===== config.mk =====
export PLATFORM = sky130hd
export DESIGN_NAME = pipe_ctrl_gen
export DESIGN_NICKNAME = d
export VERILOG_FILES = /design/src/rtl/pipe_ctrl_gen_pkg.sv /design/src/rtl/pipe_ctrl_gen_perf_cnt.sv /design/src/rtl/pipe_ctrl_gen.sv
export SDC_FILE = /design/constraint.sdc
export NUM_CORES = 1
export LEC_CHECK = 0
export BUFFER_PORTS_ARGS = -buffer_cell sky130_fd_sc_hd__buf_2
export CORE_MARGIN = 2
export CORE_UTILIZATION = 30
export CTS_CLUSTER_DIAMETER = 40
export DETAILED_ROUTE_END_ITERATION = 16
export PLACE_DENSITY_LB_ADDON = 0.08
export RECOVER_POWER = 50
export SYNTH_ARGS = -nofsm -noshare
export SYNTH_HDL_FRONTEND = slang
export SYNTH_SLANG_ARGS = --single-unit

===== constraint.sdc =====
create_clock -name clk_i -period 1.66 [get_ports clk_i]
set_input_delay 0.249 -clock clk_i [delete_from_list [all_inputs] [get_ports clk_i]]
set_output_delay 0.249 -clock clk_i [all_outputs]
set_load 0.01 [all_outputs]

===== src/rtl/pipe_ctrl_gen_pkg.sv =====
// Shared constants for the pipeline controller: stage slot indices,
// controller state encodings and the default PC width.
package pipe_ctrl_gen_pkg;

  localparam int STG_PC     = 0;
  localparam int STG_IF_ID  = 1;
  localparam int STG_ID_EXE = 2;
  localparam int STG_EXE_MEM = 3;
  localparam int STG_MEM_WB = 4;
  localparam int STG_WB     = 5;

  localparam int ADDR_WIDTH = 32;

  typedef enum logic [1:0] {
    PC_RUN    = 2'd0,
    PC_DRAIN  = 2'd1,
    PC_HALTED = 2'd2
  } pc_state_e;

endpackage


===== src/rtl/pipe_ctrl_gen_perf_cnt.sv =====
// Saturating, enable-gated event counter used for pipeline performance
// statistics; holds at all-ones instead of wrapping.
module pipe_perf_cnt
#(
  parameter int WIDTH = 32
) (
  input  logic             clk,
  input  logic             rst_n,
  input  logic             en,
  output logic [WIDTH-1:0] cnt
);
  import pipe_ctrl_gen_pkg::*;

  logic [WIDTH-1:0] cnt_r;

  // Count enabled cycles, sticking at the maximum value.
  always_ff @(posedge clk or negedge rst_n) begin
    if (!rst_n) begin
      cnt_r <= '0;
    end else if (en && (cnt_r != {WIDTH{1'b1}})) begin
      cnt_r <= cnt_r + WIDTH'(1);
    end else begin
      cnt_r <= cnt_r;
    end
  end

  assign cnt = cnt_r;

endmodule


===== src/rtl/pipe_ctrl_gen.sv =====
// Pipeline stall/flush/redirect controller with halt drain.
// Optional performance counters are built when PIPE_PERF_CNT_EN is defined.
module pipe_ctrl_gen
#(
  parameter int STAGES         = 6,
  parameter int REDIRECT_STAGE = 3,
  parameter int ADDR_WIDTH     = 32,
  parameter int CNT_WIDTH      = 32
) (
  input  logic                  clk_i,
  input  logic                  rst_i,
  input  logic [STAGES-1:0]     stallreq_i,
  input  logic                  jump_enable_i,
  input  logic [ADDR_WIDTH-1:0] jump_addr_i,
  input  logic                  trap_i,
  input  logic [ADDR_WIDTH-1:0] trap_vec_i,
  input  logic                  halt_req_i,
  output logic [STAGES-1:0]     stall_o,
  output logic [STAGES-1:0]     flush_o,
  output logic                  redirect_o,
  output logic [ADDR_WIDTH-1:0] new_pc_o,
  output logic                  halted_o,
  output logic [CNT_WIDTH-1:0]  stall_cycles_o,
  output logic [CNT_WIDTH-1:0]  redirect_cnt_o
);
  import pipe_ctrl_gen_pkg::*;

  localparam int CW = (STAGES > 2) ? $clog2(STAGES) : 1;

  pc_state_e             state_r, next_state_s;
  logic [CW-1:0]         drain_cnt_r, drain_cnt_n;
  logic                  pend_v_r, pend_v_n;
  logic [ADDR_WIDTH-1:0] pend_pc_r, pend_pc_n;

  logic                  any_req_s;
  int                    hi_s;
  logic                  frozen_s;
  logic                  redir_req_s;
  logic [ADDR_WIDTH-1:0] target_s;

  logic [STAGES-1:0]     stall_s, flush_s;
  logic                  redirect_s;
  logic [ADDR_WIDTH-1:0] new_pc_s;

  // Highest-index stall request decides how far back the pipeline freezes.
  always_comb begin
    any_req_s = |stallreq_i;
    hi_s      = 0;
    for (int i = 0; i < STAGES; i++) begin
      if (stallreq_i[i]) begin
        hi_s = i;
      end else begin
        hi_s = hi_s;
      end
    end
  end

  assign frozen_s    = any_req_s && (hi_s >= REDIRECT_STAGE);
  assign redir_req_s = trap_i | jump_enable_i;
  assign target_s    = trap_i ? trap_vec_i : jump_addr_i;

  // Next-state, pending-redirect bookkeeping and stall/flush/redirect decode.
  always_comb begin
    next_state_s = state_r;
    drain_cnt_n  = drain_cnt_r;
    pend_v_n     = pend_v_r;
    pend_pc_n    = pend_pc_r;
    redirect_s   = 1'b0;
    new_pc_s     = '0;
    for (int i = 0; i < STAGES; i++) begin
      stall_s[i] = any_req_s && (i <= hi_s);
      flush_s[i] = any_req_s && (i == hi_s + 1);
    end

    case (state_r)
      PC_RUN: begin
        if (frozen_s) begin
          // Resolving stage is held: park the target; only a trap may replace it.
          if (trap_i) begin
            pend_v_n  = 1'b1;
            pend_pc_n = trap_vec_i;
          end else if (jump_enable_i && !pend_v_r) begin
            pend_v_n  = 1'b1;
            pend_pc_n = jump_addr_i;
          end else begin
            pend_v_n  = pend_v_r;
          end
        end else if (redir_req_s || pend_v_r) begin
          redirect_s = 1'b1;
          if (trap_i) begin
            new_pc_s = trap_vec_i;
          end else if (pend_v_r) begin
            new_pc_s = pend_pc_r;
          end else begin
            new_pc_s = jump_addr_i;
          end
          pend_v_n = 1'b0;
          for (int i = 0; i < REDIRECT_STAGE; i++) stall_s[i] = 1'b0;
          for (int i = 1; i < REDIRECT_STAGE; i++) flush_s[i] = 1'b1;
        end else begin
          pend_v_n = pend_v_r;
        end

        if (halt_req_i) begin
          next_state_s = PC_DRAIN;
          drain_cnt_n  = CW'(STAGES - 1);
        end else begin
          next_state_s = PC_RUN;
        end
      end

      PC_DRAIN: begin
        pend_v_n = 1'b0;
        if (redir_req_s && !frozen_s) begin
          for (int i = 0; i < REDIRECT_STAGE; i++) stall_s[i] = 1'b0;
          for (int i = 1; i < REDIRECT_STAGE; i++) flush_s[i] = 1'b1;
        end else begin
          redirect_s = 1'b0;
        end
        // Fetch stays frozen and a bubble follows it down the pipe.
        stall_s[STG_PC]    = 1'b1;
        flush_s[STG_IF_ID] = 1'b1;

        if (!stall_s[STG_IF_ID]) begin
          if (drain_cnt_r <= CW'(1)) begin
            next_state_s = PC_HALTED;
            drain_cnt_n  = '0;
          end else begin
            drain_cnt_n  = drain_cnt_r - CW'(1);
          end
        end else begin
          drain_cnt_n = drain_cnt_r;
        end
      end

      PC_HALTED: begin
        stall_s  = '1;
        flush_s  = '0;
        pend_v_n = 1'b0;
      end

      default: begin
        next_state_s = PC_RUN;
        pend_v_n     = 1'b0;
      end
    endcase
  end

  // Controller state, drain counter and parked redirect.
  always_ff @(posedge clk_i or negedge rst_i) begin
    if (!rst_i) begin
      state_r     <= PC_RUN;
      drain_cnt_r <= '0;
      pend_v_r    <= 1'b0;
      pend_pc_r   <= '0;
    end else begin
      state_r     <= next_state_s;
      drain_cnt_r <= drain_cnt_n;
      pend_v_r    <= pend_v_n;
      pend_pc_r   <= pend_pc_n;
    end
  end

  // Combinational outputs read as zero while reset is held.
  assign stall_o    = stall_s & {STAGES{rst_i}};
  assign flush_o    = flush_s & {STAGES{rst_i}};
  assign redirect_o = redirect_s & rst_i;
  assign new_pc_o   = new_pc_s & {ADDR_WIDTH{rst_i}};
  assign halted_o   = (state_r == PC_HALTED);

`ifdef PIPE_PERF_CNT_EN
  logic stall_cnt_en_s;

  assign stall_cnt_en_s = (|stall_o) && ((state_r == PC_RUN) || (state_r == PC_DRAIN));

  pipe_perf_cnt #(.WIDTH(CNT_WIDTH)) u_stall_cnt (
    .clk   (clk_i),
    .rst_n (rst_i),
    .en    (stall_cnt_en_s),
    .cnt   (stall_cycles_o)
  );

  pipe_perf_cnt #(.WIDTH(CNT_WIDTH)) u_redirect_cnt (
    .clk   (clk_i),
    .rst_n (rst_i),
    .en    (redirect_o),
    .cnt   (redirect_cnt_o)
  );
`else
  assign stall_cycles_o = {CNT_WIDTH{1'b0}};
  assign redirect_cnt_o = {CNT_WIDTH{1'b0}};
`endif

endmodule


==> flow_metrics.py <==
metrics = {
    "synthesis": {
        "ys_dominant_reg_cell": "sky130_fd_sc_hd__dfrtp_1",
        "synth.yosys.warnings": 0,
        "postSynthRegisterBits": 38,
        "netlist_area_um2": 3598,
        "combinational_family_with_the_most_area_after_synthesis": "multiplexers",
        "post_synth_inst_count": 405,
        "yosys.area_share.simple_pct": 12.17,
        "adder_and_majority_cell_fraction_of_the_synthesized_area_pct": 2.434,
        "share_of_cell_area_taken_by_muxes_after_synthesis_pct": 30.18,
        "syn_area_per_cell_um2": 8.885,
        "synth.yosys.seq_area_share_pct": 26.43,
        "async_reset_ff_share_pct": 100.0,
        "synth_compound_area_share_pct": 10.95,
        "synthXorXnorAreaFrac_pct": 0,
        "number_of_enable_type_register_cells_in_the_synthesized_netlist": 0,
        "yosys.cell_types.count": 48,
    },
    "routing": {
        "drt_first_iter_violations": 92,
        "detail_route.wirelength_mm": 9.917,
        "via_per_inst": 4.506,
        "route.detailed.wl_per_inst_um": 13.99,
        "detail_route.drc_violations": 0,
        "via_count": 3195,
        "detailedRoute.firstPassIterationCount": 4,
        "ant_nets": 0,
    },
    "global_routing": {
        "grt_overflow_total": 0,
        "first_global_vias": 3101,
        "global_route.usage.total_pct": 14.92,
        "wire_length_of_the_first_global_routing_pass_mm": 15.57,
        "antenna_found_initial": 0,
        "grt_max_degree": 61,
    },
    "hold_path": {
        "hold_path.class": "in -> reg",
        "holdPathEnd": "pend_pc_r[14]",
        "min_delay_path_depth": 3,
        "worst_hold_startpoint": "jump_addr_i[14]",
    },
    "timing": {
        "rsz0062_at_grt": "true",
        "sum_of_negative_setup_slack_ns": -21.84,
        "postLayoutSetupSlackWorst_ns": -0.4428,
        "finClkSkew_ns": 0.004116,
        "worst_case_hold_slack_ns": 0.3413,
        "max_slew.worst_pin.slew_ns": 0.9916,
        "drv_slew": 0,
        "setup-violations-final": 79,
        "finalWorstPathRequiredPeriod_ns": 2.103,
        "maxClockFrequency_mhz": 475.6,
        "final_min_period_over_clock_period_pct": 126.7,
        "report.final.hold_viol_count": 0,
        "slew_headroom_pct": 33.89,
    },
    "clock_tree": {
        "clk_root_buffer_cell": "sky130_fd_sc_hd__clkbuf_16",
        "numCtsBuffers": 5,
        "clk_latency_ns": 0.28,
        "clk_pin_slew_worst_paths_ns": 0.06,
        "cts_buffer_depth": 2,
        "cts_sinks": 38,
        "cts_hold_buffers": 0,
        "tritoncts": "yes",
        "htreeDepth": 2,
    },
    "job": {
        "max_cap_viol_count": 0,
    },
    "placed_design": {
        "place_congestion": 0.7903,
        "preCtsSetupSlack_ns": -0.2759,
        "numPortBuffers": 120,
        "dp_hpwl_mm": 6.780,
        "placedInstanceArea_um2": 4380,
        "dp.cells": 688,
    },
    "die": {
        "floorplan.io_pins": 185,
        "die-height_um": 113.5,
        "placeableCoreArea_um2": 11860,
        "placementRows": 40,
        "die_width_um": 113.5,
        "die_area_um2": 12890,
        "initial_core_utilization_pct": 30.34,
    },
    "setup_path": {
        "critical_path.slowest_cell": "sky130_fd_sc_hd__dfrtp_1",
        "setup.worst_path.start_class": "register",
        "cp-startpoint": "state_r[1]",
        "r2r_end": "pend_pc_r[30]",
        "timing.critical_path.arrival_ns": 1.85,
        "r2r_slack_ns": -0.21,
        "r2r.worst_path.cells": 10,
        "timing.critical_path.cells": "buf_4, ha_2, or3_4, buf_4, a41o_1, buf_2",
        "critical_path_buf_inv_count": 3,
        "timing.rr.start": "state_r[0]",
        "critical_path_class": "reg -> out",
        "crit_path_max_fanout": 4,
        "critical_path.most_common_cell": "sky130_fd_sc_hd__buf_4",
        "critPathCaptureType": "output pin",
        "cp.required_ns": 1.41,
        "cpPeakStageDelay_ns": 0.39,
        "critical_path_s_top_delay_family": "buffers and inverters",
    },
    "power": {
        "p_leak_nw": 2.548,
        "switchingPower_mw": 2.244,
        "powerDensity_nw_per_um2": 1286,
        "swShare_pct": 35.14,
        "logic_pwr_share_pct": 58.2,
        "seqPwrFrac_pct": 26.3,
        "clock_power_share_pct": 15.4,
        "internal_power_mw": 4.142,
        "vdd.ir_drop.worst_v": 0.0004069,
        "finalPower_mw": 6.386,
    },
    "cells_and_area": {
        "final_core_util_pct": 41.88,
        "seqCellArea_um2": 952.2,
        "multi_input_area_um2": 2471,
        "nets": 643,
        "stdcell_area_um2": 4967,
        "num_antenna_cells": 0,
        "final_cells": 709,
        "layout-area-overhead-vs-synth_pct": 38.04,
        "post_route_cells_drive_above_1_share_pct": 49.82,
        "num-fill-cells": 1192,
    },
    "status": {
        "run_status": "finished with violations",
        "violated_checks": "negative setup slack",
    },
}
==> cell type report <==
class                   count  share of cell area, %
clock buffers               6                  2.796
clock inverters             2                 0.2519
inverters                  10                 0.7557
multi-input cells         333                  49.75
flip-flops and latches     38                  19.17
well taps                 147                  3.703
repair buffers            173                  23.58
==> cell usage after synthesis, types with 3 or more instances <==
library cell / number / area share, %
sky130_fd_sc_hd__nand2_1: 3 / 0.31
sky130_fd_sc_hd__nor2_1: 71 / 7.4
sky130_fd_sc_hd__buf_4: 64 / 13
sky130_fd_sc_hd__nor2b_1: 3 / 0.52
sky130_fd_sc_hd__buf_6: 3 / 0.94
sky130_fd_sc_hd__ha_1: 7 / 2.4
sky130_fd_sc_hd__mux2_4: 3 / 1.3
sky130_fd_sc_hd__nor3_1: 4 / 0.56
sky130_fd_sc_hd__mux2_2: 64 / 20
sky130_fd_sc_hd__buf_2: 9 / 1.3
sky130_fd_sc_hd__dfrtp_1: 38 / 26
sky130_fd_sc_hd__a21oi_1: 40 / 5.6
sky130_fd_sc_hd__clkbuf_1: 7 / 0.73
sky130_fd_sc_hd__inv_1: 10 / 1.0
sky130_fd_sc_hd__mux2i_1: 32 / 8.9
sky130_fd_sc_hd__o21a_1: 3 / 0.63
sky130_fd_sc_hd__o21ai_0: 6 / 0.83
sky130_fd_sc_hd__buf_1: 4 / 0.42
==> worst max-delay path by stage <==
stage	endpoint	slack, ns	cells past startpoint
floorplan	new_pc_o[0]	-0.03	6
global placement	pend_pc_r[7]	-0.22	8
detailed placement	new_pc_o[29]	-0.28	9
CTS	flush_o[2]	-0.44	6
global route	flush_o[2]	-0.53	6
finish	flush_o[2]	-0.44	6
==> worst register-to-register path, stage by stage (launching register included) <==
cell and delay, ns:
sky130_fd_sc_hd__dfrtp_1 0.43, sky130_fd_sc_hd__inv_2 0.10, sky130_fd_sc_hd__ha_4 0.15, sky130_fd_sc_hd__buf_6 0.09, sky130_fd_sc_hd__buf_6 0.09, sky130_fd_sc_hd__buf_6 0.09
sky130_fd_sc_hd__o21ai_4 0.05, sky130_fd_sc_hd__nor2_4 0.16, sky130_fd_sc_hd__buf_6 0.16, sky130_fd_sc_hd__buf_12 0.14, sky130_fd_sc_hd__mux2_4 0.30
==> layer usage <==
layer / up-vias / part of all wire (%) / GRT usage (%)
met2: 120 / 45 / 23.87
li1: 1586 / - / -
met4: 0 / 0.85 / 3.740
met3: 10 / 6.0 / 2.710
met1: 1479 / 48 / 20.89
met5: - / 0 / 0
==> repair_timing <==
action,in CTS,in global routing
pin swaps,10,4
setup buffers,9,3
endpoints found under the hold margin,0,0
resized for setup,60,15
gates cloned,5,0
setup endpoints to repair,78,81
==> cells by family (layout without fill, tap and decap cells) <==
group                    count (synthesis)  after routing
AO/OA/AOI/OAI                           66             66
adder cells (fa/ha/maj)                  7              7
buffers and inverters                   97            191
flip-flops                              38             38
multiplexers                            99             99
other                                    1             64
AND/OR/NAND/NOR                         97             97
==> flip-flops by register name (all words and copies together) (netlist names) <==
signal / flops
pend_pc_r: 32
drain_cnt_r: 3
state_r: 2
pend_v_r: 1
==> power groups by stage <==
stage          clock network (mW)  registers (mW)  logic [mW]
6_report                    0.987            1.68        3.72
2_1_floorplan                   0            1.58        2.16
5_1_grt                      1.06            1.74        4.04
3_5_place_dp                    0            1.65        2.86
3_3_place_gp                    0            1.65        2.82
4_1_cts                      1.02            1.67        3.82
==> placed cells by master, fill, tap and decap left out, types with 3 or more instances in the layout <==
master	instances
sky130_fd_sc_hd__nand2_1	3
sky130_fd_sc_hd__nor3_1	3
sky130_fd_sc_hd__o21ai_1	3
sky130_fd_sc_hd__buf_2	116
sky130_fd_sc_hd__mux2_4	35
sky130_fd_sc_hd__buf_6	12
sky130_fd_sc_hd__nor2_2	5
sky130_fd_sc_hd__buf_4	34
sky130_fd_sc_hd__o21ai_0	4
sky130_fd_sc_hd__ha_2	4
sky130_fd_sc_hd__conb_1	64
sky130_fd_sc_hd__clkbuf_16	5
sky130_fd_sc_hd__mux2_2	32
sky130_fd_sc_hd__o21a_1	3
sky130_fd_sc_hd__nor2_1	64
sky130_fd_sc_hd__nor2_4	3
sky130_fd_sc_hd__inv_1	8
sky130_fd_sc_hd__nor2b_1	3
sky130_fd_sc_hd__buf_12	6
sky130_fd_sc_hd__a21oi_1	38
sky130_fd_sc_hd__mux2i_1	32
sky130_fd_sc_hd__dfrtp_1	37
Power figures use the tool's default switching activity.
